## src/rtl/comparador_rodada_pkg.sv

```systemverilog
// rtl/comparador_rodada_pkg.sv - shared move width, mode encodings and per-player match rule
package comparador_rodada_pkg;

  localparam int WIDTH_PADRAO = 4;

  localparam logic MODO_ALVO      = 1'b0;
  localparam logic MODO_JOGADORES = 1'b1;

  // Match rule for one player: against the target, or against player 0
  function automatic logic acerto_jogador(
    input logic modo,
    input logic capt_i,
    input logic capt_0,
    input logic igual_p0,
    input logic igual_alvo
  );
    logic r;
    case (modo)
      MODO_ALVO:      r = capt_i & igual_alvo;
      MODO_JOGADORES: r = capt_i & capt_0 & igual_p0;
      default:        r = 1'b0;
    endcase
    return r;
  endfunction

endpackage

```

## src/rtl/comparador_rodada_contador_timeout.sv

```systemverilog
// rtl/comparador_rodada_contador_timeout.sv - collection inactivity counter with clear, enable and terminal count
module contador_timeout #(
  parameter int LIMITE = 8
) (
  input  logic clock,
  input  logic reset,
  input  logic limpa,
  input  logic habilita,
  output logic terminal
);

  localparam int CW = (LIMITE > 1) ? $clog2(LIMITE) : 1;

  logic [CW-1:0] conta_q, conta_d;

  // Terminal count is reached on the last allowed cycle; the counter parks there
  assign terminal = (conta_q == CW'(LIMITE - 1));

  // Next count: clear wins, otherwise count enabled cycles up to the terminal value
  always_comb begin
    conta_d = conta_q;
    if (limpa) begin
      conta_d = '0;
    end else if (habilita && !terminal) begin
      conta_d = conta_q + 1'b1;
    end
  end

  // Count register
  always_ff @(posedge clock) begin
    if (reset) begin
      conta_q <= '0;
    end else begin
      conta_q <= conta_d;
    end
  end

endmodule

```

## src/rtl/comparador_rodada.sv

```systemverilog
// rtl/comparador_rodada.sv - round-level move comparator: capture one move per player, then compare
module comparador_rodada
  import comparador_rodada_pkg::*;
#(
  parameter int WIDTH          = WIDTH_PADRAO,
  parameter int N_JOGADORES    = 2,
  parameter int TIMEOUT_CICLOS = 0
) (
  input  logic                              clock,
  input  logic                              reset,
  input  logic                              iniciar,
  input  logic                              habilita,
  input  logic                              modo,
  input  logic [WIDTH-1:0]                  alvo,
  input  logic [N_JOGADORES*WIDTH-1:0]      jogadas,
  input  logic [N_JOGADORES-1:0]            jogada_valida,
  output logic                              ocupado,
  output logic                              pronto,
  output logic [N_JOGADORES-1:0]            acertos,
  output logic [$clog2(N_JOGADORES+1)-1:0]  num_acertos,
  output logic                              todos_iguais,
  output logic                              expirou
);

  localparam int NW = $clog2(N_JOGADORES + 1);

  typedef enum logic [1:0] {
    OCIOSO  = 2'd0,
    COLETA  = 2'd1,
    COMPARA = 2'd2,
    FIM     = 2'd3
  } estado_t;

  estado_t                      estado_q, estado_d;
  logic                         modo_q, modo_d;
  logic [WIDTH-1:0]             alvo_q, alvo_d;
  logic [N_JOGADORES-1:0]       capt_q, capt_d;
  logic [N_JOGADORES*WIDTH-1:0] moves_q, moves_d;
  logic [N_JOGADORES-1:0]       acertos_q, acertos_d;
  logic [NW-1:0]                num_q, num_d;
  logic                         iguais_q, iguais_d;
  logic                         expirou_q, expirou_d;
  logic                         pronto_q, pronto_d;
  logic                         ocupado_q, ocupado_d;

  logic [N_JOGADORES-1:0]       captura, capt_prox, igual_p0, acerto_calc;
  logic [N_JOGADORES*WIDTH-1:0] moves_cap;
  logic [NW-1:0]                num_calc;
  logic                         todos_calc;
  logic                         coleta_ativa, limpa, fim_tempo;

  // A strobe only counts while collecting, enabled, and not restarting in the same cycle
  assign coleta_ativa = (estado_q == COLETA) && habilita && !iniciar;
  assign capt_prox    = capt_q | captura;
  assign todos_calc   = (&capt_q) & (&igual_p0);

  for (genvar i = 0; i < N_JOGADORES; i++) begin : g_jogador
    assign captura[i] = coleta_ativa & jogada_valida[i] & ~capt_q[i];
    assign moves_cap[i*WIDTH +: WIDTH] = captura[i] ? jogadas[i*WIDTH +: WIDTH]
                                                    : moves_q[i*WIDTH +: WIDTH];
    assign igual_p0[i] = (moves_q[i*WIDTH +: WIDTH] == moves_q[WIDTH-1:0]);
    assign acerto_calc[i] = acerto_jogador(modo_q, capt_q[i], capt_q[0], igual_p0[i],
                                           moves_q[i*WIDTH +: WIDTH] == alvo_q);
  end

  if (TIMEOUT_CICLOS > 0) begin : g_timeout
    logic terminal;
    contador_timeout #(
      .LIMITE (TIMEOUT_CICLOS)
    ) u_contador (
      .clock    (clock),
      .reset    (reset),
      .limpa    (limpa),
      .habilita (coleta_ativa),
      .terminal (terminal)
    );
    assign fim_tempo = coleta_ativa & terminal;
  end else begin : g_sem_timeout
    assign fim_tempo = 1'b0;
  end

  // Popcount of the per-player match flags
  always_comb begin
    num_calc = '0;
    for (int i = 0; i < N_JOGADORES; i++) begin
      num_calc = num_calc + NW'(acerto_calc[i]);
    end
  end

  // Round sequencing, capture update and result registration
  always_comb begin
    estado_d  = estado_q;
    modo_d    = modo_q;
    alvo_d    = alvo_q;
    capt_d    = capt_q;
    moves_d   = moves_q;
    acertos_d = acertos_q;
    num_d     = num_q;
    iguais_d  = iguais_q;
    expirou_d = expirou_q;
    pronto_d  = 1'b0;
    limpa     = 1'b0;

    case (estado_q)
      OCIOSO, FIM: begin
        if (iniciar) begin
          estado_d = COLETA;
          limpa    = 1'b1;
        end
      end
      COLETA: begin
        if (iniciar) begin
          limpa = 1'b1;
        end else begin
          capt_d  = capt_prox;
          moves_d = moves_cap;
          if (&capt_prox) begin
            estado_d = COMPARA;
          end else if (fim_tempo) begin
            estado_d  = COMPARA;
            expirou_d = 1'b1;
          end
        end
      end
      COMPARA: begin
        estado_d  = FIM;
        acertos_d = acerto_calc;
        num_d     = num_calc;
        iguais_d  = todos_calc;
        pronto_d  = 1'b1;
      end
      default: estado_d = OCIOSO;
    endcase

    if (limpa) begin
      modo_d    = modo;
      alvo_d    = alvo;
      capt_d    = '0;
      moves_d   = '0;
      acertos_d = '0;
      num_d     = '0;
      iguais_d  = 1'b0;
      expirou_d = 1'b0;
    end

    ocupado_d = (estado_d == COLETA) || (estado_d == COMPARA);
  end

  // State and output registers
  always_ff @(posedge clock) begin
    if (reset) begin
      estado_q  <= OCIOSO;
      modo_q    <= 1'b0;
      alvo_q    <= '0;
      capt_q    <= '0;
      moves_q   <= '0;
      acertos_q <= '0;
      num_q     <= '0;
      iguais_q  <= 1'b0;
      expirou_q <= 1'b0;
      pronto_q  <= 1'b0;
      ocupado_q <= 1'b0;
    end else begin
      estado_q  <= estado_d;
      modo_q    <= modo_d;
      alvo_q    <= alvo_d;
      capt_q    <= capt_d;
      moves_q   <= moves_d;
      acertos_q <= acertos_d;
      num_q     <= num_d;
      iguais_q  <= iguais_d;
      expirou_q <= expirou_d;
      pronto_q  <= pronto_d;
      ocupado_q <= ocupado_d;
    end
  end

  assign ocupado      = ocupado_q;
  assign pronto       = pronto_q;
  assign acertos      = acertos_q;
  assign num_acertos  = num_q;
  assign todos_iguais = iguais_q;
  assign expirou      = expirou_q;

endmodule

```

## config.mk

```make
export PLATFORM = sky130hd
export DESIGN_NAME = comparador_rodada
export DESIGN_NICKNAME = d
export VERILOG_FILES = /design/src/rtl/comparador_rodada_pkg.sv /design/src/rtl/comparador_rodada_contador_timeout.sv /design/src/rtl/comparador_rodada.sv
export SDC_FILE = /design/constraint.sdc
export NUM_CORES = 1
export LEC_CHECK = 0
export CORE_UTILIZATION = 48
export CTS_BUF_LIST = sky130_fd_sc_hd__clkbuf_16
export CTS_CLUSTER_DIAMETER = 100
export DETAILED_ROUTE_END_ITERATION = 16
export GPL_ROUTABILITY_DRIVEN = 0
export PLACE_DENSITY = 0.75
export SYNTH_ARGS = -nofsm -noshare
export SYNTH_HDL_FRONTEND = slang
export SYNTH_HIERARCHICAL = 1
export SYNTH_SLANG_ARGS = --single-unit
```

## constraint.sdc

```tcl
create_clock -name clock -period 1.7 [get_ports clock]
set_input_delay 0.51 -clock clock [delete_from_list [all_inputs] [get_ports clock]]
set_output_delay 0.51 -clock clock [all_outputs]
set_load 0.01 [all_outputs]
```

### Word level (Yosys, flattened, before mapping)

Index checks and enable logic that the tools add are counted.

* add/sub/neg operators: 1
* equal/unequal tests: 8
* muxes and demuxes: 9
* bitwise gates (word level): 14
* reduce and logical (&&, ||, !) cells: 13

Operator list (count)
* $eq 4x4->1: 3
* $and 1x1->1: 9
* $eq 2x2->1 const B: 3
* $mux 2: 3
* $pmux 2 s3: 1
* $reduce_and 2->1: 3
* $reduce_and 3->1: 2
* $eq 2x1->1 const B: 2
* $not 1->1: 4
* $pmux 1 s2: 2
* $reduce_or 2->1: 2
* $mux 1: 3
* $reduce_or 3->1: 1
* $add 1x1->2: 1
* $logic_and 1x1->1: 2
* $logic_not 2->1: 1
* $or 2x2->2: 1
* $logic_not 1->1: 1
* $logic_or 1x1->1: 1

* bits in registers: 24
* output and inout port bits: 8
* logic and storage cells: 56

### Logic depth before layout (Yosys ltp)

Gate-level depths: netlist of run 1.

* word-level depth: 12
* depth in mapped cells: 8

### Worst setup path after synthesis of run 1

Ideal clock, no wire load.

* kind: in2reg
* start point: in iniciar
* end point: reg acertos_q[1], in the netlist acertos[1]
* data arrival time: 1.448 ns
* data required time: 1.626 ns
* slack: 0.178 ns
* stages: 7
* path buffers: 3
* path through: buf_6 -> nor2b_4 -> buf_6 -> or2_1 -> buf_6 -> o21bai_1 -> a31oi_1

* word-level cells in the longest chain between the ends: 3

Ends and longest elaborated chain
* from (decl): RTL line comparador_rodada.sv:11 `input logic iniciar,`
* $mux 1: RTL line comparador_rodada.sv:106, comparador_rodada.sv:112
* $mux 1
* $reduce_or 2->1 (no source line)
* to (signal assigned): RTL line comparador_rodada.sv:169 `acertos_q <= acertos_d;`
* to (decl): RTL line comparador_rodada.sv:39 `logic [N_JOGADORES-1:0] acertos_q, acertos_d;`

No other way between the ends.
A chain may end at the register's enable or synchronous reset.

### Final worst setup path of run 1

* start point: reg num_q[1], in the netlist num_acertos[1]
* end point: out num_acertos[1]

RTL lines
* from (decl): RTL line comparador_rodada.sv:40 `logic [NW-1:0] num_q, num_d;`
* from (signal assigned): RTL line comparador_rodada.sv:170 `num_q <= num_d;`
* to (decl): RTL line comparador_rodada.sv:20 `output logic [$clog2(N_JOGADORES+1)-1:0] num_acertos,`

No word-level cell between the ends.

==> run_results.csv, run 1 <==
group,metric,value,unit
cells_and_area,syn_to_final_growth,40.1,%
worst_hold_path,min_path_type,"flip-flop to flip-flop",
worst_setup_path,crit_path_start,"num_acertos[1]",
clock_network,numCtsBuffers,3,
routing,wl_per_cell,13.6,µm
place,place_hpwl,1860,µm
outcome,status,"finished, final reports clean",
sta,setup_slack,0.0524,ns
worst_setup_path,timing.critical_path.to,"num_acertos[1]",
worst_setup_path,cp_cell_sequence,"clkdlybuf4s50_1",
sta,fin_crit,1.65,ns
power_and_ir_drop,clockPowerShare,0.475,
grt,grt_pass1_wl,4170,µm
worst_setup_path,critPathMaxStageDelay,0.55,ns
floorplanning,coreArea,0.00225,mm²
clock_network,cts_sinks,24,
clock_network,root_buffer,"clkbuf_16",
logic_synthesis,syn_avg_cell_area,9.36,µm²
sta,hold_viol,0,
power_and_ir_drop,p_switching,280,µW
worst_setup_path,r2r_cells,7,
cells_and_area,final_cell_mix,"nor2_1 (27), dfxtp_1 (23), clkdlybuf4s50_1 (23), buf_4 (13), mux2i_1 (12)",
worst_setup_path,r2r_start,"moves_q[7]",
clock_network,cts.clk_slew.worst_paths,0.06,ns
sta,setup_viol,0,
cells_and_area,final_cell_count_no_fill,189,
routing,ant_nets,0,
sta,fin_worst_skew,0.00281,ns
grt,groute.usage.overall,0.220,
grt,grt_max_degree,15,
logic_synthesis,syn-cell-area,0.00117,mm²
cells_and_area,layout.nets,184,
worst_setup_path,r2r-end,"num_acertos[0]",
clock_network,htree_levels,1,
worst_setup_path,path_max_fanout,2,
routing,drt-initial-drc-count,17,
routing,wl,2580,µm
power_and_ir_drop,vdd_drop_max,0.578,mV
worst_setup_path,critical-path-top-delay-family,"buffers and inverters",
worst_setup_path,path_class,"flip-flop to output pin",
routing,viasPerCell,5.35,
logic_synthesis,syn_inst,125,
cells_and_area,fin_util,0.727,
power_and_ir_drop,p_leak,0.673,nW
grt,antenna_found_initial,0,
sta,fmax,607,MHz
power_and_ir_drop,p_comb_frac,0.109,
cells_and_area,num_antenna_cells,0,
worst_setup_path,critPathLaunchType,"flip-flop",
power_and_ir_drop,intPower,1.13,mW
clock_network,cts_hold_buf,0,
logic_synthesis,ys_ff_latch,24,
worst_setup_path,cp_num_buf_inv,1,
cells_and_area,drive_above_1_share,0.174,
floorplanning,rows,17,
grt,grt_pass1_vias,971,
floorplanning,io_pins,27,
floorplanning,start_util,0.519,
cells_and_area,final_common_cell,"nor2_1",
place,pre_cts_slack,-0.246,ns
floorplanning,fp.dieH,51.4,µm
place,port_buffers,25,
floorplanning,die-area,0.00264,mm²
power_and_ir_drop,p_per_area,863,mW/mm²
power_and_ir_drop,netSwitchingFraction,0.198,
sta,slew_violations,0,
worst_setup_path,critPathRequiredTime,1.19,ns
worst_setup_path,worst-path-stages,1,
worst_setup_path,arrival,1.14,ns
worst_setup_path,rrSetupSlack,0.12,ns
power_and_ir_drop,p_seq_frac,0.416,
logic_synthesis,synthesis.nets,147,
routing,via_count,1011,
clock_network,cts_tree,"yes",
worst_setup_path,cp_slowest_cell,"clkdlybuf4s50_1",
place,placedCellCount,184,
clock_network,clk_path_buf_depth,2,
worst_setup_path,critPathCaptureType,"output pin",
logic_synthesis,seq_area_frac_synth,0.411,
logic_synthesis,ys_warn_count,6,
routing,drt-pass1-iter-count,6,
routing,drc_errors,0,
grt,grt_remaining_overflow,0,
sta,period_share,0.969,
run,max_cap_violations,0,
clock_network,clk_latency,0.26,ns
floorplanning,die_x,51.4,µm
logic_synthesis,yosysUniqueCellTypes,33,
-- synthesized netlist by cell type (all sizes together) --
library cell  count  share of area
a21oi             6          0.026
clkbuf            1         0.0032
conb              1         0.0032
a222oi            1         0.0086
o221ai            1         0.0075
nand2b            1         0.0054
nor4b             2          0.041
a31oi             4          0.021
buf               6          0.044
ha                3          0.032
dfxtp            24           0.41
o21bai            1         0.0064
nor3              3          0.013
o21ai             1         0.0043
nor4              1         0.0054
nor2b             3          0.022
or2               1         0.0054
xnor2             2          0.015
o2111ai           1         0.0075
nand3             1         0.0043
xor2              8          0.060
mux2i            13           0.11
o22ai             1         0.0054
nand4b            1         0.0075
o31ai             1         0.0064
nand2             3          0.012
nor2             27          0.087
inv               6          0.019
o21a              1         0.0064
-- per-layer routing --
metal	global-route usage	vias to the layer above	wire [µm]
li1	-	492	-
met4	0.122	0	67
met1	0.251	482	1150
met2	0.377	28	1270
met5	0	-	0
met3	0.0476	9	92
-- state kept, by name, summed over array words and instances (netlist names), 2 cells and up --
name and cells:
acertos 2, alvo_q 4, capt_q 2, estado_q 2
moves_q 8, num_acertos 2
-- cell type report --
class	instances	area, µm²
Fill cell	177	616
Tap cell	28	35.0
Timing Repair Buffer	39	360
Inverter	6	22.5
Clock inverter	1	30.0
Multi-Input combinational cell	88	634
Clock buffer	3	75.1
Sequential cell	24	482
-- per-stage QoR --
step	hold WS (ns)	power, mW	instance area, µm²	TNS [ns]
global route	0.523	1.47	1640	-0.0187
finish	0.491	1.41	1640	0
floorplan	0.497	0.682	1170	0
detailed placement	0.487	0.747	1500	-3.74
global placement	0.478	0.743	1500	-3.17
CTS	0.497	1.42	1600	0
-- worst min-delay path by stage --
stage	start	endpoint	slack [ns]	depth (start not counted)
2_1_floorplan	modo_q	modo_q	0.50	2
3_3_place_gp	acertos[0]	acertos[0]	0.48	2
3_5_place_dp	acertos[0]	acertos[0]	0.49	2
4_1_cts	acertos[0]	acertos[0]	0.50	2
5_1_grt	acertos[0]	acertos[0]	0.52	2
6_report	acertos[0]	acertos[0]	0.49	2
-- power by group through the flow --
| stage | clock network (mW) | logic [mW] | registers (mW) |
|---|---|---|---|
| after floorplan | 0 | 0.0822 | 0.599 |
| after global placement | 0 | 0.143 | 0.600 |
| after detailed placement | 0 | 0.146 | 0.601 |
| after CTS | 0.678 | 0.148 | 0.589 |
| after global routing | 0.712 | 0.166 | 0.590 |
| final | 0.672 | 0.153 | 0.589 |
-- kinds of logic after synthesis --
logic type | share of synthesized area
other cells | 0.00321
compound gates | 0.0995
buf+inv | 0.0663
simple gates | 0.202
xor+xnor | 0.0749
fa+ha+maj | 0.0321
flops | 0.411
mux | 0.111
-- worst register-to-register path, delay by kind of cell (launching register included) --
| family | cells | cell delay [ns] |
|---|---|---|
| muxes | 1 | 0.13 |
| DFF | 1 | 0.34 |
| adders and majority gates | 1 | 0.22 |
| buffers and inverters | 1 | 0.07 |
| AOI/OAI and AO/OA | 1 | 0.42 |
| and+or+nand+nor | 3 | 0.31 |
-- repair_timing --
action | 4_1_cts | 5_1_grt
gates resized for setup | 1 | 8
setup endpoints to repair | 1 | 6
setup buffers | 0 | 1
pin swaps | 1 | 5
Power figures use the tool's default switching activity.
==> run 2, diff against run 1 <==
- PLACE_DENSITY: 0.75 -> 0.74
==> run 2 against run 1 <==
Largest power group unchanged. Routed wire length grew 0.62%. First-iteration DRC count up 71%. Cell count up 0.53%. Critical path depth is the same. Sequential power about the same. Global-route usage down 0.15 points. Combinational power about the same.
==> run_results.csv, run 2 (synthesis results as in run 1) <==
group,metric,value,unit
cells_and_area,top_regs,"moves_q: 8 flops, alvo_q: 4 flops",
sta,rsz0062_at_grt,"true",
worst_setup_path,arrival,1.15,ns
worst_setup_path,critPathMaxStageDelay,0.54,ns
floorplanning,die-area,0.00264,mm²
routing,viasPerCell,5.21,
power_and_ir_drop,vdd_drop_max,0.897,mV
cells_and_area,fin_util,0.729,
place,port_buffers,25,
power_and_ir_drop,clockPowerShare,0.472,
grt,antenna_found_initial,0,
grt,grt_pass1_vias,988,
run,max_cap_violations,0,
power_and_ir_drop,p_leak,0.686,nW
grt,grt_max_degree,15,
power_and_ir_drop,p_seq_frac,0.418,
power_and_ir_drop,p_switching,275,µW
grt,grt_pass1_wl,4220,µm
place,pre_cts_slack,-0.274,ns
worst_hold_path,min_to,"acertos[1]",
clock_network,root_buffer,"clkbuf_16",
routing,wl,2590,µm
sta,fin_setup_tns,0,ns
cells_and_area,layout.nets,185,
cells_and_area,largest_reg_flops,8,
routing,wl_per_cell,13.6,µm
grt,grt_remaining_overflow,0,
routing,drt-initial-drc-count,29,
power_and_ir_drop,p_comb_frac,0.111,
worst_setup_path,rrSetupSlack,0.08,ns
floorplanning,fp.dieH,51.4,µm
power_and_ir_drop,intPower,1.13,mW
grt,groute.usage.overall,0.219,
sta,setup_slack,0.0422,ns
worst_setup_path,cp_cell_sequence,"clkdlybuf4s50_1",
clock_network,cts_hold_buf,0,
floorplanning,die_x,51.4,µm
worst_setup_path,path_class,"flip-flop to output pin",
worst_setup_path,critical-path-top-delay-family,"buffers and inverters",
sta,fmax,603,MHz
cells_and_area,num_antenna_cells,0,
cells_and_area,final_cell_mix,"nor2_1 (27), clkdlybuf4s50_1 (23), dfxtp_1 (22), buf_4 (15), mux2i_1 (13)",
clock_network,clk_path_buf_depth,2,
cells_and_area,drive_above_1_share,0.185,
sta,setup_viol,0,
worst_setup_path,path_max_fanout,2,
sta,period_share,0.975,
power_and_ir_drop,p_per_area,857,mW/mm²
clock_network,clk_latency,0.26,ns
cells_and_area,top_register,"moves_q",
sta,fin_worst_skew,0.00360,ns
worst_hold_path,min_delay_path_depth,2,
cells_and_area,syn_to_final_growth,40.5,%
worst_setup_path,r2r_start,"estado_q[1]",
clock_network,htree_levels,1,
worst_setup_path,cp_num_buf_inv,1,
worst_setup_path,critPathCaptureType,"output pin",
floorplanning,coreArea,0.00225,mm²
routing,via_count,989,
routing,ant_nets,0,
clock_network,cts.clk_slew.worst_paths,0.06,ns
floorplanning,io_pins,27,
sta,slew_violations,0,
worst_hold_path,min_path_type,"flip-flop to flip-flop",
worst_setup_path,r2r-end,"ocupado",
power_and_ir_drop,netSwitchingFraction,0.195,
worst_setup_path,cp_slowest_cell,"clkdlybuf4s50_1",
floorplanning,rows,17,
sta,hold_viol,0,
clock_network,cts_sinks,24,
worst_setup_path,critPathLaunchType,"flip-flop",
sta,fin_crit,1.66,ns
routing,drc_errors,0,
cells_and_area,final_common_cell,"nor2_1",
clock_network,numCtsBuffers,3,
place,place_hpwl,1930,µm
worst_setup_path,r2r_cells,7,
worst_setup_path,critPathRequiredTime,1.19,ns
worst_hold_path,min_from,"acertos[1]",
outcome,status,"finished, final reports clean",
routing,drt-pass1-iter-count,4,
clock_network,cts_tree,"yes",
floorplanning,start_util,0.519,
run 2: metrics by stage:
step | std cells | area, µm² | hold slack (ns) | total power [mW]
finish | 190 | 1640 | 0.509 | 1.41
CTS | 189 | 1620 | 0.516 | 1.41
detailed placement | 185 | 1510 | 0.507 | 0.751
floorplan | 125 | 1170 | 0.497 | 0.682
global placement | 185 | 1510 | 0.477 | 0.745
global route | 190 | 1640 | 0.534 | 1.47
run 2: per-layer routing:
metal | global-route usage | up-vias | wire (µm) | part of all wire
met3 | 0.0625 | 4 | 122 | 0.047
met1 | 0.245 | 460 | 1090 | 0.42
met2 | 0.392 | 28 | 1350 | 0.52
met4 | 0.0721 | 0 | 29 | 0.011
met5 | 0 | - | 0 | 0
li1 | - | 497 | - | -
run 2: timing repair:
| item | in CTS | in global routing |
|---|---|---|
| buffers inserted | 0 | 1 |
| pin swaps | 0 | 5 |
| gates resized for setup | 1 | 8 |
| endpoints found under the setup margin | 1 | 11 |
run 2: layout make-up:
| cell class | count | area [µm²] |
|---|---|---|
| Clock inverter | 1 | 30.0 |
| Timing Repair Buffer | 40 | 368 |
| Tap cell | 28 | 35.0 |
| Clock buffer | 3 | 75.1 |
| Multi-Input combinational cell | 88 | 631 |
| Fill cell | 172 | 611 |
| Inverter | 6 | 22.5 |
| Sequential cell | 24 | 483 |
run 2: worst max path at each step:
stage,from,endpoint,slack [ns],depth (start not counted)
floorplan,iniciar,acertos[1],0.18,7
global placement,jogada_valida[1],ocupado,-0.21,6
detailed placement,habilita,ocupado,-0.27,6
CTS,habilita,moves_q[6],0.02,6
global route,estado_q[1],ocupado,0.0007,7
finish,num_acertos[1],num_acertos[1],0.04,1
run 2: power groups by stage:
stage / clock network, mW / logic, mW / registers [mW]
2_1_floorplan: 0 / 0.0822 / 0.599
3_3_place_gp: 0 / 0.144 / 0.600
3_5_place_dp: 0 / 0.149 / 0.601
4_1_cts: 0.674 / 0.152 / 0.589
5_1_grt: 0.710 / 0.169 / 0.589
6_report: 0.665 / 0.156 / 0.589
